## config.mk

```make
export PLATFORM = sky130hd
export DESIGN_NAME = sqrt_sched
export DESIGN_NICKNAME = d
export VERILOG_FILES = /design/src/rtl/sqrt_pkg.sv /design/src/rtl/rr_arbiter.sv /design/src/rtl/sqrt_sched.sv
export SDC_FILE = /design/constraint.sdc
export NUM_CORES = 1
export LEC_CHECK = 0
export ABC_AREA = 1
export CORE_ASPECT_RATIO = 0.7
export CORE_UTILIZATION = 59
export CTS_BUF_LIST = sky130_fd_sc_hd__clkbuf_8
export DETAILED_ROUTE_END_ITERATION = 7
export DONT_BUFFER_PORTS = 1
export PLACE_DENSITY_LB_ADDON = 0.12
export SYNTH_ARGS = -nofsm -noshare
export SYNTH_HDL_FRONTEND = slang
export SYNTH_SLANG_ARGS = --single-unit
```

## constraint.sdc

```tcl
create_clock -name clk -period 1.33 [get_ports clk]
set_clock_uncertainty 0.05 [all_clocks]
set_input_delay 0.1995 -clock clk [delete_from_list [all_inputs] [get_ports clk]]
set_output_delay 0.1995 -clock clk [all_outputs]
set_load 0.05 [all_outputs]
```

## src/rtl/sqrt_pkg.sv

```systemverilog
// Shared widths, flag positions, FSM encoding and the canonical NaN result
// for the sqrt scheduler.
package sqrt_pkg;

   localparam int OP_W  = 23;
   localparam int RES_W = 19;
   localparam int FLG_W = 4;

   localparam int OP_NAN  = 22;
   localparam int OP_PINF = 21;
   localparam int OP_NINF = 20;
   localparam int OP_NUM  = 19;

   localparam int FLG_NAN     = 3;
   localparam int FLG_PINF    = 2;
   localparam int FLG_NINF    = 1;
   localparam int FLG_TIMEOUT = 0;

   localparam logic [RES_W-1:0] NAN_RES = {1'b1, 7'd16, 11'b10000000000};

   typedef enum logic [2:0] {
      IDLE  = 3'd0,
      ISSUE = 3'd1,
      BUSY  = 3'd2,
      RESP  = 3'd3,
      FLUSH = 3'd4
   } sched_state_t;

endpackage

```

## src/rtl/rr_arbiter.sv

```systemverilog
// Round-robin arbiter: searches from the requester after the last grant and
// moves its pointer only when the grant is actually taken.
module rr_arbiter #(
   parameter int NREQ = 2
) (
   input  logic            clk,
   input  logic            rst_n,
   input  logic [NREQ-1:0] req,
   input  logic            update,
   output logic [NREQ-1:0] grant
);

   localparam int PW = (NREQ > 2) ? 2 : 1;

   logic [PW-1:0] ptr;
   logic [PW-1:0] gidx;
   logic [PW-1:0] idx;

   always_comb begin
      grant = '0;
      gidx  = '0;
      idx   = '0;
      for (int i = 1; i <= NREQ; i++) begin
         idx = PW'((int'(ptr) + i) % NREQ);
         if (grant == '0 && req[idx]) begin
            grant[idx] = 1'b1;
            gidx       = idx;
         end
      end
   end

   // Reset points at the last requester so requester 0 is searched first.
   always_ff @(posedge clk or negedge rst_n) begin
      if (!rst_n) begin
         ptr <= PW'(NREQ - 1);
      end else if (update && |req) begin
         ptr <= gidx;
      end
   end

endmodule

```

## src/rtl/sqrt_sched.sv

```systemverilog
// Single-flight scheduler sharing one iterative sqrt unit among NREQ requesters.
// Define SQRT_SCHED_TIMEOUT_EN to abort operations the unit never finishes.
module sqrt_sched
   import sqrt_pkg::*;
#(
   parameter int NREQ    = 2,
   parameter int TIMEOUT = 15
) (
   input  logic                 clk,
   input  logic                 rst_n,
   input  logic [NREQ-1:0]      req_valid,
   input  logic [NREQ*OP_W-1:0] req_op,
   output logic [NREQ-1:0]      req_ready,
   output logic                 rsp_valid,
   input  logic                 rsp_ready,
   output logic [1:0]           rsp_id,
   output logic [RES_W-1:0]     rsp_data,
   output logic [FLG_W-1:0]     rsp_flags,
   output logic                 it_enable,
   output logic                 it_n_valid,
   output logic [OP_W-1:0]      it_op,
   input  logic                 it_valid,
   input  logic                 it_result,
   input  logic [RES_W-1:0]     it_res,
   input  logic [2:0]           it_flags
);

   sched_state_t    state;
   sched_state_t    state_nxt;
   logic            en_q;
   logic            take;
   logic            to_hit;
   logic [NREQ-1:0] grant;
   logic [1:0]      gidx;
   logic [OP_W-1:0] op_sel;

   // en_q keeps every handshake quiet until the first edge after reset.
   assign take       = (state == IDLE) && en_q && (|req_valid);
   assign req_ready  = take ? grant : '0;
   assign it_n_valid = (state == ISSUE);
   assign rsp_valid  = (state == RESP);
   assign it_enable  = en_q && (state != FLUSH);

   rr_arbiter #(.NREQ(NREQ)) u_arb (
      .clk    (clk),
      .rst_n  (rst_n),
      .req    (req_valid),
      .update (take),
      .grant  (grant)
   );

   always_comb begin
      gidx   = '0;
      op_sel = '0;
      for (int i = 0; i < NREQ; i++) begin
         if (grant[i]) begin
            gidx   = 2'(i);
            op_sel = req_op[i*OP_W +: OP_W];
         end
      end
   end

`ifdef SQRT_SCHED_TIMEOUT_EN
   logic [7:0] to_cnt;
   logic       unused_inputs;

   assign unused_inputs = it_valid;
   assign to_hit        = (to_cnt >= 8'(TIMEOUT - 1));

   always_ff @(posedge clk or negedge rst_n) begin
      if (!rst_n) begin
         to_cnt <= '0;
      end else if (state == ISSUE) begin
         to_cnt <= '0;
      end else if (state == BUSY && to_cnt != 8'hff) begin
         to_cnt <= to_cnt + 8'd1;
      end
   end
`else
   logic unused_inputs;

   assign unused_inputs = ^{it_valid, 8'(TIMEOUT)};
   assign to_hit        = 1'b0;
`endif

   always_ff @(posedge clk or negedge rst_n) begin
      if (!rst_n) begin
         en_q  <= 1'b0;
         state <= IDLE;
      end else begin
         en_q  <= 1'b1;
         state <= state_nxt;
      end
   end

   // A unit strobe in the expiry cycle still counts as a normal result.
   always_comb begin
      state_nxt = state;
      case (state)
         IDLE:    if (take) state_nxt = ISSUE;
         ISSUE:   state_nxt = BUSY;
         BUSY: begin
            if (it_result)   state_nxt = RESP;
            else if (to_hit) state_nxt = FLUSH;
         end
         FLUSH:   state_nxt = RESP;
         RESP:    if (rsp_ready) state_nxt = IDLE;
         default: state_nxt = IDLE;
      endcase
   end

   always_ff @(posedge clk or negedge rst_n) begin
      if (!rst_n) begin
         it_op     <= '0;
         rsp_id    <= '0;
         rsp_data  <= '0;
         rsp_flags <= '0;
      end else begin
         if (take) begin
            it_op  <= op_sel;
            rsp_id <= gidx;
         end
         if (state == BUSY && it_result) begin
            rsp_data  <= it_res;
            rsp_flags <= {it_flags, 1'b0};
         end
`ifdef SQRT_SCHED_TIMEOUT_EN
         else if (state == FLUSH) begin
            rsp_data  <= '0;
            rsp_flags <= 4'b0001;
         end
`endif
      end
   end

endmodule

```

==> impl_summary.log <==
INFO  metric postRouteWirelength = about 7400 um
INFO  metric routed_wire_length_per_instance = ~19 um
INFO  metric rsz0062_at_grt = yes
INFO  metric critPathCaptureType = primary output
INFO  metric clock_tree.htree_level_count = 2
INFO  metric worstHoldPathType = in -> async
INFO  metric final.setup.worst_slack = -0.343 ns
INFO  metric sequential_share_of_the_synthesized_area = 49.4%
INFO  metric timing.critical_path.fanout_max = 2
INFO  metric cts_tree = built
INFO  metric vias_in_the_first_global_route = 2020
INFO  metric route.detailed.vias_per_inst = between 5 and 6
INFO  metric detail_route.first_pass.iterations = 4
INFO  metric finish.net_count = 415
INFO  metric synth.distinct_cells = 20
INFO  metric final_min_period_over_clock_period = 126%
INFO  metric synth.top_cell.area_share = 48.3%
INFO  metric cts_made_buffers = 5
INFO  metric max-clock-path-buffers = 2
INFO  metric synthTopCellsByCount = nand2_1 (105), dfrtp_1 (49), nand3_1 (49)
INFO  metric design.die.area = 4570 sq um
INFO  metric cp-start-kind = flop
INFO  metric tightest_slew = about 0.56 ns
INFO  metric synthMuxAreaShare = 12.7%
INFO  metric final_max_slew_viol_count = 0
INFO  metric drtAntennaViolNets = 0
INFO  metric syn_to_final_growth = 41.3%
INFO  metric synth-edff-count = 0
INFO  metric synthSimpleGateAreaFrac = 27.8%
INFO  metric clk_transition_reported_paths = roughly 0.09 ns
INFO  metric hold_violations = 50
INFO  metric grt_max_degree = 51
INFO  metric reg2reg_from = state[1]
INFO  metric timing.rr.end = state[0]
INFO  metric max-cap-violations = 0
INFO  metric worst-r2r-setup-slack = -0.26 ns
INFO  metric i_o_pin_count = 128
INFO  metric clock-root-buffer = clkbuf_8
INFO  metric fillerInstances = approximately 180
INFO  metric drc_violation_total_after_the_first_tritonroute_iteration = 128
INFO  metric gr-usage-all-layers = between 20% and 30%
INFO  metric cellPowerDensity = 2920 nW/um^2
INFO  metric dieHeight = about 57 um
INFO  metric setup_viol = between 50 and 60
INFO  metric synth_area_per_cell = 9.36 sq um
INFO  metric placed_cells = 344
INFO  metric drive_gt1_share = 42.1%
INFO  metric die-width = 80.4 um
INFO  metric numClockSinks = 50
INFO  metric postSynth.topFlopCell = dfrtp_1
INFO  metric layout_min_cycle_time = 1.67 ns
INFO  metric synth_compound_gate_area_share = 0.395%
INFO  metric setup.worst_path.class = reg -> out
INFO  metric drc_errors = 0
INFO  metric layout.cells.non_filler = 389
INFO  metric synth_area_leaders = dfrtp_1 (48%), nand2_1 (16%), mux2_4 (12%)
INFO  metric grt_pass1_wl = 9900 um
INFO  metric buffers_on_ports = 0
INFO  metric via_count = 2213
INFO  metric achievable-frequency = 598 MHz
INFO  metric grt_remaining_overflow = 0
INFO  metric antennaDiodeCount = 0
INFO  metric violations = negative hold slack, negative setup slack
INFO  metric synth_async_sr_flop_share = 100%
INFO  metric yosys_warnings = 0
INFO  metric fin_total_pwr = 10500 uW
INFO  metric clk_latency_worst_skew_pair = 0.30 ns
INFO  metric yosys.area_share.xor_xnor = 0%
INFO  metric worst_slew_margin_rel = between 60% and 70%
INFO  metric whs = -0.467 ns
INFO  metric grt_antenna_before_repair = 0
INFO  metric timing.critical_path.required = 1.08 ns
INFO  metric synth_fa_ha_area_share = just under 2%
INFO  metric gp_routability_congestion = about 0.75
INFO  metric worstRegToRegCells = 7
INFO  metric timing.critical_path.arrival = 1.42 ns
INFO  metric synth.cell_area = 2540 sq um
INFO  metric synth.ff_latch_count = 50
INFO  metric netlist_instances = 271
INFO  metric netlist.top_cell.by_area = dfrtp_1
INFO  metric post-synth-top-count-cell = nand2_1
INFO  metric floorplan.rows = 19
INFO  metric floorplan.initialDensity = 63.1%
INFO  metric largest_family_of_logic_cells_by_synthesized_area = simple AND/OR/NAND/NOR gates
INFO  metric dp_hpwl = around 3800 um
INFO  metric outcome = finished, violations left
INFO  metric utilization = 89.2%
INFO  metric total_leakage_power = 0.00188 uW
INFO  metric core_region_area = 4020 sq um
INFO  metric power.ir.vdd_worst = roughly 2.2 mV
INFO  metric preCtsSetupSlack = -0.132 ns
-- sequential cells by signal, indices dropped and copies added (netlist names) --
name,flops
it_op,23
state,2
rsp_data,19
rsp_id,1
rsp_flags,3
en_q,1
u_arb.ptr,1
-- per-layer routing --
metal | GRT usage [%] | share of wire, % | routed length [um] | vias to the layer above
met1 | 36.6 | 38 | 2830 | 1081
li1 | - | - | - | 986
met4 | 9.18 | 2.8 | 207 | 0
met3 | 8.94 | 8.3 | 612 | 16
met2 | 48.8 | 50 | 3720 | 130
met5 | 0 | 0 | 0 | -
-- worst max-delay path by stage --
| stage | start | end | slack (ns) | depth (start not counted) |
|---|---|---|---|---|
| after floorplan | state[1] | req_ready[1] | -0.22 | 7 |
| final | state[1] | req_ready[1] | -0.34 | 7 |
| after global placement | state[1] | rsp_data[2] | -0.1 | 4 |
| after CTS | state[0] | req_ready[0] | -0.26 | 6 |
| after global routing | state[1] | req_ready[1] | -0.39 | 7 |
| after detailed placement | state[1] | rsp_data[3] | -0.13 | 4 |
-- repair_timing --
action                                 4_1_cts  5_1_grt
endpoints found under the hold margin       66       56
gates cloned                                 2        0
setup endpoints to repair                   50       52
pin swaps                                   31       19
buffers inserted                             9        4
hold buffers                                16        6
gates resized for setup                     45       40
-- cell families after synthesis --
group / count (synthesis)
AND/OR/NAND/NOR: 161
flip-flops: 50
buffers and inverters: 30
multiplexers: 22
adder cells (fa/ha/maj): 4
AO/OA/AOI/OAI: 2
other: 2
-- cells in the final DEF (no fill, tap or decap), drive strengths merged, types with 2 or more instances in the layout --
| cell | Yosys | layout |
|---|---|---|
| nand2 | 110 | 110 |
| buf | 18 | 52 |
| nand3 | 49 | 49 |
| dfrtp | 49 | 49 |
| dlygate4sd3 | 0 | 22 |
| mux2 | 22 | 22 |
| inv | 12 | 11 |
| clkbuf | 0 | 5 |
| ha | 4 | 4 |
| conb | 2 | 3 |
| clkinv | 0 | 2 |
| o21ai | 2 | 2 |
-- metrics by stage --
stage	cell area, sq um	setup TNS [ns]
CTS	3370	-4.62
global placement	2810	-2.13
finish	3580	-9.23
detailed placement	2810	-3.41
global route	3580	-10.65
floorplan	2570	-1.65
-- layout make-up --
cell class | instances | area (sq um) | area share (%)
multi-input combinational | 192 | 1320 | 36.8
timing repair buffer | 75 | 771 | 21.5
clock inverter | 3 | 40.0 | 1.12
clock buffer | 5 | 68.8 | 1.92
tap | 52 | 65.1 | 1.82
inverter | 12 | 66.3 | 1.85
sequential | 50 | 1250 | 35.0
-- where the power goes --
group	internal [uW]	switching (uW)
registers	2250	1910
clock network	555	512
logic	2260	3000
total	5060	5410
-- critical path, cell delays in order (launching register included) --
cell and delay [ns]:
dfrtp_1 0.42, inv_2 0.10, ha_4 0.15, nand2_4 0.06, inv_6 0.08, nand2_8 0.06, nor2_4 0.10, buf_12 0.14
Note: power is estimated with default switching activity, not from simulation.
